File: src/rtl/svn_seg_pkg.sv
// Shared segment constants, anode helpers and capture FSM states for the
// seven-segment scan monitor.
package svn_seg_pkg;

  localparam logic [6:0] SEG_0 = 7'h40;
  localparam logic [6:0] SEG_1 = 7'h79;
  localparam logic [6:0] SEG_2 = 7'h24;
  localparam logic [6:0] SEG_3 = 7'h30;
  localparam logic [6:0] SEG_4 = 7'h19;
  localparam logic [6:0] SEG_5 = 7'h12;
  localparam logic [6:0] SEG_6 = 7'h02;
  localparam logic [6:0] SEG_7 = 7'h78;
  localparam logic [6:0] SEG_8 = 7'h00;
  localparam logic [6:0] SEG_9 = 7'h10;
  localparam logic [6:0] SEG_A = 7'h08;
  localparam logic [6:0] SEG_B = 7'h03;
  localparam logic [6:0] SEG_C = 7'h46;
  localparam logic [6:0] SEG_D = 7'h21;
  localparam logic [6:0] SEG_E = 7'h06;
  localparam logic [6:0] SEG_F = 7'h0E;

  localparam int SEG_IDX_A = 0;
  localparam int SEG_IDX_B = 1;
  localparam int SEG_IDX_C = 2;
  localparam int SEG_IDX_D = 3;
  localparam int SEG_IDX_E = 4;
  localparam int SEG_IDX_F = 5;
  localparam int SEG_IDX_G = 6;

  typedef enum logic [1:0] {
    ST_IDLE   = 2'd0,
    ST_SETTLE = 2'd1,
    ST_HOLD   = 2'd2
  } cap_state_t;

  function automatic logic an_is_onehot(input logic [3:0] an);
    return (an == 4'b1110) || (an == 4'b1101) || (an == 4'b1011) || (an == 4'b0111);
  endfunction

  // Digit index equals the position of the low anode bit: 3 = dig1 ... 0 = dig4.
  function automatic logic [1:0] an_to_idx(input logic [3:0] an);
    logic [1:0] idx;
    idx = 2'd0;
    case (an)
      4'b0111: idx = 2'd3;
      4'b1011: idx = 2'd2;
      4'b1101: idx = 2'd1;
      default: idx = 2'd0;
    endcase
    return idx;
  endfunction

endpackage

File: src/rtl/svn_seg_pattern_decoder.sv
// Combinational active-low seven-segment pattern to hex decoder with a
// legality flag for patterns outside the sixteen hex glyphs.
module svn_seg_pattern_decoder
  import svn_seg_pkg::*;
(
  input  logic [6:0] i_ca,
  output logic [3:0] o_hex,
  output logic       o_legal
);

  always_comb begin
    o_hex   = 4'h0;
    o_legal = 1'b1;
    case (i_ca)
      SEG_0:   o_hex = 4'h0;
      SEG_1:   o_hex = 4'h1;
      SEG_2:   o_hex = 4'h2;
      SEG_3:   o_hex = 4'h3;
      SEG_4:   o_hex = 4'h4;
      SEG_5:   o_hex = 4'h5;
      SEG_6:   o_hex = 4'h6;
      SEG_7:   o_hex = 4'h7;
      SEG_8:   o_hex = 4'h8;
      SEG_9:   o_hex = 4'h9;
      SEG_A:   o_hex = 4'hA;
      SEG_B:   o_hex = 4'hB;
      SEG_C:   o_hex = 4'hC;
      SEG_D:   o_hex = 4'hD;
      SEG_E:   o_hex = 4'hE;
      SEG_F:   o_hex = 4'hF;
      default: o_legal = 1'b0;
    endcase
  end

endmodule

File: src/rtl/svn_seg_scan_capture.sv
// Monitors a multiplexed 4-digit seven-segment bus and rebuilds the digits.
// Optional product checker enabled by SVN_SEG_CAPTURE_PRODUCT_CHK_EN.
//
// state  | meaning
// IDLE   | an_q not one-hot-low, nothing selected
// SETTLE | one-hot an_q, settle counter running
// HOLD   | digit sampled, waiting for an_q to change
module svn_seg_scan_capture
  import svn_seg_pkg::*;
#(
  parameter int SETTLE_CYC  = 4,
  parameter int TIMEOUT_CYC = 1048576,
  parameter int CNT_W       = 21
) (
  input  logic       clk,
  input  logic       clr,
  input  logic [3:0] an,
  input  logic [6:0] ca,
  output logic [3:0] dig1,
  output logic [3:0] dig2,
  output logic [3:0] dig3,
  output logic [3:0] dig4,
  output logic [3:0] dig_valid,
  output logic [3:0] seg_err,
  output logic       frame_done,
  output logic       stalled
`ifdef SVN_SEG_CAPTURE_PRODUCT_CHK_EN
  ,
  output logic       product_ok
`endif
);

  logic [3:0]       r_an_q, r_an_prev;
  logic [6:0]       r_ca_q;
  cap_state_t       r_state, w_state_next;
  logic [CNT_W-1:0] r_set_cnt, w_set_cnt_next;
  logic [CNT_W-1:0] r_to_cnt, w_to_next;
  logic [3:0]       r_dig [4];
  logic [3:0]       r_valid, r_seg_err, r_mask;
  logic             r_frame_done;
  logic             w_chg, w_onehot, w_sample, w_stall_next, w_mask_full;
  logic [1:0]       w_idx;
  logic [3:0]       w_sel, w_hex;
  logic             w_legal;

  svn_seg_pattern_decoder u_dec (
    .i_ca    (r_ca_q),
    .o_hex   (w_hex),
    .o_legal (w_legal)
  );

  assign w_chg       = (r_an_q != r_an_prev);
  assign w_onehot    = an_is_onehot(r_an_q);
  assign w_idx       = an_to_idx(r_an_q);
  assign w_sel       = w_sample ? (4'b0001 << w_idx) : 4'b0000;
  assign w_mask_full = (r_mask == 4'b1111);

  always_comb begin
    w_state_next   = r_state;
    w_set_cnt_next = r_set_cnt;
    w_sample       = 1'b0;
    case (r_state)
      ST_IDLE: begin
        if (w_onehot) begin
          w_state_next   = ST_SETTLE;
          w_set_cnt_next = CNT_W'(1);
        end
      end
      ST_SETTLE: begin
        if (w_chg) begin
          w_set_cnt_next = CNT_W'(1);
          w_state_next   = w_onehot ? ST_SETTLE : ST_IDLE;
        end else if (r_set_cnt == CNT_W'(SETTLE_CYC)) begin
          w_sample     = 1'b1;
          w_state_next = ST_HOLD;
        end else begin
          w_set_cnt_next = r_set_cnt + 1'b1;
        end
      end
      ST_HOLD: begin
        if (w_chg) begin
          w_set_cnt_next = CNT_W'(1);
          w_state_next   = w_onehot ? ST_SETTLE : ST_IDLE;
        end
      end
      default: w_state_next = ST_IDLE;
    endcase
  end

  always_comb begin
    w_to_next = r_to_cnt;
    if (w_chg)
      w_to_next = '0;
    else if (r_to_cnt != CNT_W'(TIMEOUT_CYC))
      w_to_next = r_to_cnt + 1'b1;
  end
  assign w_stall_next = (w_to_next == CNT_W'(TIMEOUT_CYC));

  always_ff @(posedge clk) begin
    if (clr) r_state <= ST_IDLE;
    else     r_state <= w_state_next;
  end

  always_ff @(posedge clk) begin
    if (clr) begin
      r_an_q       <= 4'hF;
      r_an_prev    <= 4'hF;
      r_ca_q       <= 7'h7F;
      r_set_cnt    <= '0;
      r_to_cnt     <= '0;
      r_dig        <= '{default: 4'h0};
      r_valid      <= 4'h0;
      r_seg_err    <= 4'h0;
      r_mask       <= 4'h0;
      r_frame_done <= 1'b0;
    end else begin
      r_an_q       <= an;
      r_an_prev    <= r_an_q;
      r_ca_q       <= ca;
      r_set_cnt    <= w_set_cnt_next;
      r_to_cnt     <= w_to_next;
      r_frame_done <= w_mask_full && !w_stall_next;
      if (w_stall_next) begin
        r_valid <= 4'h0;
        r_mask  <= 4'h0;
      end else begin
        // A sample landing on the clear cycle seeds the next frame's mask.
        r_mask <= (w_mask_full ? 4'h0 : r_mask) | w_sel;
        if (w_legal) r_valid <= r_valid | w_sel;
      end
      if (w_sample && w_legal)  r_dig[w_idx] <= w_hex;
      if (w_sample && !w_legal) r_seg_err <= r_seg_err | w_sel;
    end
  end

  assign dig1       = r_dig[3];
  assign dig2       = r_dig[2];
  assign dig3       = r_dig[1];
  assign dig4       = r_dig[0];
  assign dig_valid  = r_valid;
  assign seg_err    = r_seg_err;
  assign frame_done = r_frame_done;
  assign stalled    = (r_to_cnt == CNT_W'(TIMEOUT_CYC));

`ifdef SVN_SEG_CAPTURE_PRODUCT_CHK_EN
  logic       r_product_ok;
  logic [7:0] w_prod;

  assign w_prod = $signed({{4{r_dig[3][3]}}, r_dig[3]}) * $signed({{4{r_dig[2][3]}}, r_dig[2]});

  always_ff @(posedge clk) begin
    if (clr || w_stall_next)
      r_product_ok <= 1'b0;
    else if (r_frame_done)
      r_product_ok <= (&r_valid) && ({r_dig[1], r_dig[0]} == w_prod);
  end

  assign product_ok = r_product_ok;
`endif

endmodule

File: config.mk
export PLATFORM = sky130hd
export DESIGN_NAME = svn_seg_scan_capture
export DESIGN_NICKNAME = d
export VERILOG_FILES = /design/src/rtl/svn_seg_pkg.sv /design/src/rtl/svn_seg_pattern_decoder.sv /design/src/rtl/svn_seg_scan_capture.sv
export SDC_FILE = /design/constraint.sdc
export NUM_CORES = 1
export LEC_CHECK = 0
export CAP_MARGIN = 20
export CORE_MARGIN = 2
export CORE_UTILIZATION = 52
export CTS_CLUSTER_SIZE = 8
export DETAILED_ROUTE_END_ITERATION = 8
export HOLD_SLACK_MARGIN = 0.06
export PLACE_DENSITY = 0.83
export SLEW_MARGIN = 5
export SYNTH_ARGS = -nofsm -noshare
export SYNTH_HDL_FRONTEND = slang
export SYNTH_SLANG_ARGS = --single-unit
export TNS_END_PERCENT = 50
File: constraint.sdc
create_clock -name clk -period 2.44 [get_ports clk]
set_input_delay 0.488 -clock clk [delete_from_list [all_inputs] [get_ports clk]]
set_output_delay 0.488 -clock clk [all_outputs]
set_load 0.01 [all_outputs]
==> run_results.csv <==
group,metric,value,unit
drt,totalWireLength,10.3,mm
global_routing,grt_overflow_total,0,
logic_synthesis,yosys_warnings,0,
die,dieHeight,97.0,um
global_routing,grt_pass1_vias,3836,
placed_design,place_inst,673,
sta,max_freq,429,MHz
clock_network,numCtsBuffers,9,
min_path,hold_path.class,"flop to flop",
logic_synthesis,synth_area_per_cell,8.42,sq um
logic_synthesis,synth_edf_count,0,
drt,vias,4006,
worst_setup_path,cp-start-kind,"flop",
die,core,0.00830,sq mm
global_routing,grt_usage,21.6,%
logic_synthesis,syn_nets,551,
finish,fin_cells,691,
sta,setup_slack,108,ps
clock_network,clockBufferDepth,2,
run_status,status,"complete, no violations",
finish,fillers,664,
finish,drive_gt1_share,15.0,%
power,ir_drop,399,uV
finish,nets,598,
sta,rsz0062_at_grt,"no",
die,io_pins,39,
sta,finalCritPeriodShare,95.6,%
logic_synthesis,synthFlopType,"dfxtp_1",
sta,finalSetupViolCount,0,
worst_setup_path,endpoint_kind,"flop",
sta,finClkSkew,14.7,ps
placed_design,io_buffers,38,
placed_design,hpwl,7.25,mm
sta,slew_violations,0,
sta,fin_crit,2330,ps
finish,n_antenna_cell,0,
worst_setup_path,cp.arrival,2620,ps
logic_synthesis,synth_cell_types,63,
drt,ant_nets,0,
die,initial_core_util,54.2,%
global_routing,grt_pass1_wl,17.2,mm
worst_setup_path,path_delay_family,"simple AND/OR/NAND/NOR gates",
worst_setup_path,worstPathRequired,2720,ps
clock_network,clk_pin_slew,80,ps
die,die-area,0.00941,sq mm
finish,final_core_util,64.2,%
clock_network,numClockSinks,88,
global_routing,antenna_found_initial,0,
sta,whs,468,ps
sta,worstMarginPinSlew,594,ps
worst_setup_path,critPathBufInv,1,
worst_setup_path,crit_slowest_cell,"or3_4",
clock_network,clock_latency,360,ps
clock_network,htree_levels,3,
placed_design,pre_cts_ws,37.6,ps
sta,relSlewSlack,60.0,%
logic_synthesis,ys_ff_latch,88,
logic_synthesis,syn_area,0.00450,sq mm
drt,drc_errors,0,
die,row_count,33,
drt,drt_iter0_markers,198,
power,leakage,1.81,nW
drt,wl_per_cell,14.9,um
die,fp.dieW,97.0,um
flow_run,cap_violations,0,
power,p_total,2.70,mW
placed_design,globalplace.congestion,0.893,
global_routing,grt_start_max_net_pins,44,
logic_synthesis,synthCells,534,
logic_synthesis,ys_async_sr_fraction,0,%
worst_setup_path,crit_chain,"inv_1 -> ha_1 -> nor4b_1 -> nand3_1 -> nor4_4 -> or3_4 -> or4_1 -> a21oi_1",
drt,vias_per_cell,5.80,
worst_setup_path,crit_fanout,22,
worst_setup_path,cp_slowest_stage_delay,500,ps
clock_network,root_buffer,"clkbuf_8",
sta,hold_violations,0,
power,p_per_area,507,mW/mm^2
worst_setup_path,criticalPathCategory,"flop to flop",
clock_network,cts_tree,"built",
logic_synthesis,yosysSeqAreaShare,39.2,%
finish,area_growth,18.6,%
drt,drt_first_pass_iters,5,
-- power by group --
group          switching [mW]  internal, mW
Sequential             0.0342          1.45
Clock                   0.523         0.477
Combinational           0.125        0.0892
-- metal layers --
layer,up-vias,global-route usage (%),wire (um)
met5,-,0,0
met4,0,7.26,161
met3,17,5.42,638
met2,113,35.4,4800
met1,1880,27.9,4720
li1,1996,-,-
-- layout by cell type, fill, tap and decap left out, drive strengths merged, types with 11 or more instances in the layout --
cell	count
nor4	12
buf	26
nand3	29
a21oi	45
nor3	14
nand2	32
xor2	16
inv	25
and2	12
o21ai	15
clkdlybuf4s50	37
or2	14
nor2	61
xnor2	14
a21o	12
a22oi	11
dfxtp	88
nand4	13
-- worst register-to-register path: cells and delay by family, from the launching register on --
| family | cells | cell delay, ps |
|---|---|---|
| AO/OA/AOI/OAI | 1 | 160 |
| AND/OR/NAND/NOR | 5 | 1450 |
| flip-flops | 1 | 360 |
| buffers and inverters | 1 | 90 |
| adder cells (fa/ha/maj) | 1 | 210 |
-- per-stage QoR --
step / area [sq um] / TNS, ps
floorplan: 4500 / 0
global placement: 5060 / 0
detailed placement: 5060 / 0
CTS: 5270 / -5.93
global route: 5330 / 0
finish: 5330 / 0
-- state kept, by name (all words and copies together), names as in the netlist --
register,count
r_set_cnt,21
r_to_cnt,21
r_ca_q,7
dig1,4
dig2,4
dig3,4
dig4,4
dig_valid,4
r_an_prev,4
r_an_q,4
r_mask,4
seg_err,4
r_state,2
frame_done,1
-- path summary, 6_finish.rpt --
path	start	to	slack (ps)	cells past startpoint
worst min-delay path	dig4[1]	dig4[1]	470	2
worst min register to register	dig4[1]	dig4[1]	470	2
worst max register to register	r_set_cnt[0]	r_set_cnt[19]	110	8
worst max-delay path	r_set_cnt[0]	r_set_cnt[19]	110	8
-- area by class of cell --
class,count,area (sq um),share of cell area [%]
Clock inverter,6,67.6,1.27
Clock buffer,10,128,2.39
Sequential cell,88,1770,33.2
Tap cell,105,131,2.46
Multi-Input combinational cell,394,2570,48.2
Timing Repair Buffer,64,574,10.8
Inverter,24,90.1,1.69
-- logic make-up after synthesis --
family | synth area share, %
fa+ha+maj | 1.11
mux | 0.891
xor+xnor | 6.51
buf+inv | 4.81
flops | 39.2
simple gates | 30.0
compound gates | 17.5
-- synth_stat cells, drive strengths merged, types with 4 or more instances --
master	number	share of area [%]
dfxtp	88	39
nor2b	6	0.84
xnor2	14	2.7
a22oi	11	1.8
clkbuf	17	1.4
xor2	16	3.8
nor3	14	1.8
a21o	12	2.0
nor2	61	5.1
o31ai	7	1.3
nor3b	4	0.67
and3	5	0.70
or4	9	1.6
nor4	12	2.8
a31oi	6	0.84
or3	9	1.4
nor4b	6	1.5
ha	4	1.1
nand4	13	2.1
inv	24	2.0
o311ai	5	0.97
o21ai	15	1.7
nand3	29	3.2
buf	11	1.4
a21oi	45	5.1
nand2	32	2.7
or2	14	1.9
and2	12	1.7
mux2i	4	0.89
-- timing repair --
action                     4_1_cts  5_1_grt
buffers inserted                 0        2
hold buffers                     0        0
resized for setup                3       13
setup endpoints to repair        5       29
pin swaps                        0        2
Note: power is estimated with default switching activity, not from simulation.
==> patch 1 (same settings) <==
The option `SVN_SEG_CAPTURE_PRODUCT_CHK_EN` is turned on by a define.
--- a/src/rtl/svn_seg_scan_capture.sv
+++ b/src/rtl/svn_seg_scan_capture.sv
@@ -6,4 +6,6 @@
 // SETTLE | one-hot an_q, settle counter running
 // HOLD   | digit sampled, waiting for an_q to change
+`define SVN_SEG_CAPTURE_PRODUCT_CHK_EN
+
 module svn_seg_scan_capture
   import svn_seg_pkg::*;
Check against the original RTL (old outputs only; new: product_ok): equivalent (equiv_simple and equiv_induct, registers matched by name and starting in step).
==> patch 1 against the unedited design <==
- maximum frequency decreased by 36%
- critical path depth increased by 6
- the flow now finishes with violations (setup timing)
- cell area grew 18%
- largest cell class unchanged
- routed wire length rose by 23%
- setup slack worse by 1.3 ns
- highest routed layer unchanged
- sequential share of layout area decreased by 4.6 points
- non-clock buffer count increased by 20
- area after synthesis grew 18%
- critical path type unchanged
- sequential cell count rose by 1
- power grew 1.3%
==> patch 1: results (changes against the unedited design) <==
* Status: complete, but fails checks
* Failing checks: setup timing
* Worst Clk Skew at 0.00939 ns (-0.00530 ns)
* Dpl hpwl at 9.54 mm (+32%)
* Top flop regs: r_set_cnt x21, r_to_cnt x21, r_ca_q x7
* Hold Crit Class: register to register
* Post-Syn Nets at 674 (+22%)
* Wire per inst at 15.3 um (+2.7%)
* Clock Path Buffers at 2 (unchanged)
* Arr. time, crit path at 3.89 ns (+1.27 ns)
* Setup TNS at -1.18 ns (-1.18 ns)
* Antenna violations before repair at 0 (unchanged)
* Placer Congestion at 0.890 (-0.32%)
* Total global-route track usage at 0.240 (+0.0240)
* List of most frequent post-synthesis cells: dfxtp_1 (89), a21oi_1 (58), nor2_1 (51), nand2_1 (45), o21ai_0 (36)
* Post-synthesis sequential area ratio at 0.336 (-0.0558)
* Reg clk slew, reported paths at 0.08 ns (about the same)
* Pre-Repair DR Iteration Count at 5 (unchanged)
* Area share of fa/ha/maj cells after synthesis at 0.0736 (+0.0625)
* Syn_area_per_cell at 8.34 um^2 (-0.99%)
* Reg2reg end: product_ok$_SDFFE_PP0P_
* Fraction of layout cells with a size suffix above 1 at 0.171 (+0.0213)
* Final setup viols at 1 (+1)
* Non-Filler Instances at 827 (+20%)
* Switching Share at 0.252 (about the same)
* Worst-margin pin slew at 0.556 ns (-0.0372 ns)
* Initial DRC count at 248 (+25%)
* Setup ws final at -1.18 ns (-1.29 ns)
* R2r startpoint: dig1[0]$_SDFFE_PP0P_
* Compound-Gate Fraction of Synth Area at 0.174 (-0.00135)
* Cell Area, Placed at 6030 um^2 (+19%)
* VDD IR max at 0.527 mV (+32%)
* R2R depth at 14 (+6)
* Fillcell total at 865 (+30%)
* First-pass GRT wire length at 21.9 mm (+28%)
* Post-CTS setup buffer count at 3 (+3)
* Worst Hold Depth at 2 (unchanged)
* IO buf count at 39 (+2.6%)
* Leading post-synthesis cells by cell area: dfxtp_1 (34%), a21oi_1 (5.5%), xnor2_1 (4.8%)
* Nets at 727 (+22%)
* CTS buffer count at 9 (unchanged)
* Synth Area in XOR/XNOR at 0.0661 (+0.000958)
* Vias after detailed routing at 4901 (+22%)
* Placed Cells at 807 (+20%)
* Multiplexer area fraction after synthesis at 0.00378 (-0.00513)
* Leak Pwr at 2.32 nW (+29%)
* Crit path max fanout at 2 (-91%)
* # DRC at 0 (unchanged)
* Largest net degree at the start of global routing at 45 (+2.3%)
* Netlist cell types at 62 (-1.6%)
* Vias in the first global route at 4767 (+24%)
* Resized cells post-CTS at 3 (unchanged)
## patch 1: changes by cell type after synthesis, moves of 9 or more
cell / before / now
a22oi_1: 11 / 1
nor3_1: 12 / 21
a21oi_1: 44 / 58
nand2_1: 32 / 45
ha_1: 4 / 16
nor2_1: 61 / 51
fa_1: 0 / 9
o21ai_0: 8 / 36
xnor2_1: 14 / 29
## patch 1: power by group through the flow
stage / combinational, mW / sequential [mW] / clock, mW
after detailed placement: 0.228 / 1.53 / 0
after CTS: 0.229 / 1.50 / 1.03
after global placement: 0.220 / 1.53 / 0
final: 0.232 / 1.50 / 1.01
after global routing: 0.255 / 1.50 / 1.10
after floorplan: 0.178 / 1.51 / 0
## patch 1: worst min path at each step
stage	slack, ns	endpoint	startpoint
global route	0.50	seg_err[2]$_SDFFE_PP0P_	seg_err[2]$_SDFFE_PP0P_
detailed placement	0.46	seg_err[2]$_SDFFE_PP0P_	seg_err[2]$_SDFFE_PP0P_
floorplan	0.46	r_set_cnt[16]$_SDFFE_PP0P_	r_set_cnt[16]$_SDFFE_PP0P_
global placement	0.45	seg_err[2]$_SDFFE_PP0P_	seg_err[2]$_SDFFE_PP0P_
CTS	0.48	seg_err[2]$_SDFFE_PP0P_	seg_err[2]$_SDFFE_PP0P_
finish	0.47	seg_err[2]$_SDFFE_PP0P_	seg_err[2]$_SDFFE_PP0P_
## patch 1: worst max-delay path, stage by stage, from the launching register on
cell and delay [ns]:
dfxtp_4 0.34, nand2b_4 0.13, fa_1 0.47, inv_1 0.05, fa_1 0.50, inv_1 0.05
fa_1 0.48, inv_1 0.04, ha_2 0.18, fa_2 0.56, xnor2_2 0.12, nand4_1 0.13
nor4_2 0.17, a32oi_1 0.13, a211oi_1 0.17
## patch 1: cell type report
type,count,share of cell area
Clock buffer,10,0.0202
Sequential cell,89,0.286
Inverter,25,0.0149
Multi-Input combinational cell,480,0.522
Tap cell,133,0.0264
Clock inverter,6,0.0105
Timing Repair Buffer,84,0.119
## patch 1: layer usage
layer	vias to the layer above	track usage	wire, um
met5	-	0	0
met4	0	0.0838	289
met3	25	0.0530	632
met2	138	0.425	6460
met1	2357	0.285	5300
li1	2381	-	-
## patch 1: stage by stage
step	setup WS, ns	hold slack (ns)	power (mW)	util
2_1_floorplan	-1.09	0.460	1.69	-
3_3_place_gp	-1.18	0.448	1.75	0.614
3_5_place_dp	-1.35	0.455	1.76	0.614
4_1_cts	-1.22	0.476	2.75	0.637
5_1_grt	-1.37	0.496	2.86	0.643
6_report	-1.18	0.475	2.74	0.643
## patch 1: cell families after synthesis
logic type                 Yosys count
buffers and inverters               67
AOI/OAI and AO/OA                  145
adders and majority gates           26
and+or+nand+nor                    267
xor gates and xnor gates            40
DFF                                 89
muxes                                2
==> patch 2 (config.mk and constraints unchanged) <==
Without the edit above. Re-encode `cap_state_t` (3 states) as one-hot, 3 bits wide.
--- a/src/rtl/svn_seg_pkg.sv
+++ b/src/rtl/svn_seg_pkg.sv
@@ -28,8 +28,8 @@
   localparam int SEG_IDX_G = 6;
 
-  typedef enum logic [1:0] {
-    ST_IDLE   = 2'd0,
-    ST_SETTLE = 2'd1,
-    ST_HOLD   = 2'd2
+  typedef enum logic [2:0] {
+    ST_IDLE   = 3'b001,
+    ST_SETTLE = 3'b010,
+    ST_HOLD   = 3'b100
   } cap_state_t;
 
Formal check against the unedited RTL: same outputs for any inputs over 10 cycles, from zero or initial values; not proved beyond that.
==> patch 2 against the unedited design <==
- global-route usage increased by 1.0 points
- sequential cell count is 1 higher
- power rose by 4.3%
- critical path depth is the same
- setup slack worse by 0.064 ns
- non-clock buffer count up 26
- cell area is 4.5% higher
- routed wire length increased by 4.9%
- area after synthesis grew 0.89%
- clock power is 6% higher
- critical endpoint is now dig_valid[1]$_SDFFE_PP0P_
- largest power group unchanged
- highest routed layer unchanged
==> patch 2: results (changes against the unedited design) <==
* List of most frequent post-synthesis cells: dfxtp_1 (89), nor2_1 (57), a21oi_1 (53), nand2_1 (47), xnor2_1 (33)
* Post-synthesis sequential area ratio at 0.393 (+0.000954)
* Placer Congestion at 0.881 (-1.3%)
* CP peak stage delay at 0.55 ns (+0.05 ns)
* H-tree depth at 3 (unchanged)
* Critical path's top delay family: simple AND/OR/NAND/NOR gates
* R2R setup slack at 0.04 ns (-0.06 ns)
* Total global-route track usage at 0.227 (+0.0103)
* Fillcell total at 697 (+5.0%)
* Antenna violations before repair at 0 (unchanged)
* Hold Crit Class: register to register
* CTS buffer count at 9 (unchanged)
* Vias after detailed routing at 4318 (+7.8%)
* Worst hold path startpoint: seg_err[2]$_SDFFE_PP0P_
* Netlist cell types at 60 (-4.8%)
* Worst Clk Skew at 0.0119 ns (-0.00283 ns)
* ANT cells at 0 (unchanged)
* R2R depth at 8 (unchanged)
* Worst-margin pin slew at 0.713 ns (+0.119 ns)
* Slowest CP cell: or4_4
* Worst slack at placement at -0.145 ns (-0.183 ns)
* Leak Pwr at 1.94 nW (+7.2%)
* Initial DRC count at 241 (+22%)
* WL met3 at 428 um (-33%)
* Final setup viols at 0 (unchanged)
* Cell Area, Placed at 5280 um^2 (+4.3%)
* Placed Cells at 712 (+5.8%)
* Crit path max fanout at 4 (-82%)
* First-pass GRT wire length at 18.2 mm (+5.9%)
* Fraction of layout cells with a size suffix above 1 at 0.178 (+0.0280)
* Min Clock Period, post-route at 2.40 ns (+0.0638 ns)
* Leading post-synthesis cells by cell area: dfxtp_1 (39%), xnor2_1 (6.4%), a21oi_1 (5.8%)
* Arr. time, crit path at 2.66 ns (+0.04 ns)
* Status: finished clean
* R2r startpoint: r_to_cnt[19]$_SDFF_PP0_
* Nets at 635 (+6.2%)
* Wire per inst at 14.8 um (-0.80%)
* Element type at the critical path start: register
* Clock Path Buffers at 2 (unchanged)
* Vias/cell at 5.91 (+1.9%)
* Ys Warns at 0 (unchanged)
* Fraction of registers with async set/reset at 0 (unchanged)
* Clock latency at the later pin of the worst-skew pair at 0.37 ns
* Reg clk slew, reported paths at ~0.090 ns
* Syn_area_per_cell at 8.22 um^2 (-2.4%)
* Clock root buffer: clkbuf_8
* Dpl hpwl at 7.79 mm (+7.4%)
* Worst Setup EP: dig_valid[1]$_SDFFE_PP0P_
* Post-Route M1 WL at 4.88 mm (+3.3%)
* VDD IR max at 0.333 mV (-17%)
* Met2 routed WL at 5.39 mm (+12%)
* Post-Syn Nets at 569 (+3.3%)
* DR top layer: met4
* Vias in the first global route at 4063 (+5.9%)
* Largest net degree at the start of global routing at 37 (-16%)
-- patch 2: layer usage --
metal | vias to the layer above | GRT usage
li1 | 2111 | -
met1 | 2080 | 0.279
met2 | 113 | 0.394
met3 | 14 | 0.0468
met4 | 0 | 0.0748
met5 | - | 0
-- patch 2: cell families after synthesis --
logic type	synth area share
buffers and inverters	0.0422
AO/OA/AOI/OAI	0.174
XOR/XNOR	0.0792
adder cells (fa/ha/maj)	0.0110
flip-flops	0.393
multiplexers	0.00883
AND/OR/NAND/NOR	0.292
-- patch 2: layout make-up --
class	instances	area (um^2)	area share
Multi-Input combinational cell	417	2630	0.471
Clock inverter	6	73.8	0.0132
Timing Repair Buffer	90	773	0.139
Inverter	11	41.3	0.00741
Sequential cell	89	1790	0.320
Tap cell	108	135	0.0243
Clock buffer	10	138	0.0247
-- patch 2: power breakdown --
| part | internal, mW | switching (mW) |
|---|---|---|
| logic | 0.117 | 0.138 |
| registers | 1.47 | 0.0292 |
| clock network | 0.514 | 0.550 |
-- patch 2: worst min path at each step --
stage                                   end  slack, ns  depth (start not counted)
CTS                 seg_err[2]$_SDFFE_PP0P_       0.46                          2
finish              seg_err[2]$_SDFFE_PP0P_       0.46                          2
detailed placement  seg_err[2]$_SDFFE_PP0P_       0.44                          2
global route        seg_err[2]$_SDFFE_PP0P_       0.50                          2
global placement    seg_err[2]$_SDFFE_PP0P_       0.43                          2
floorplan           seg_err[2]$_SDFFE_PP0P_       0.47                          2
-- patch 2: repair_timing --
action                     in CTS  in global routing
pin swaps                       0                  7
resized for setup               6                 16
setup endpoints to repair      17                 25
gates cloned                    0                  1
buffers inserted                0                  2
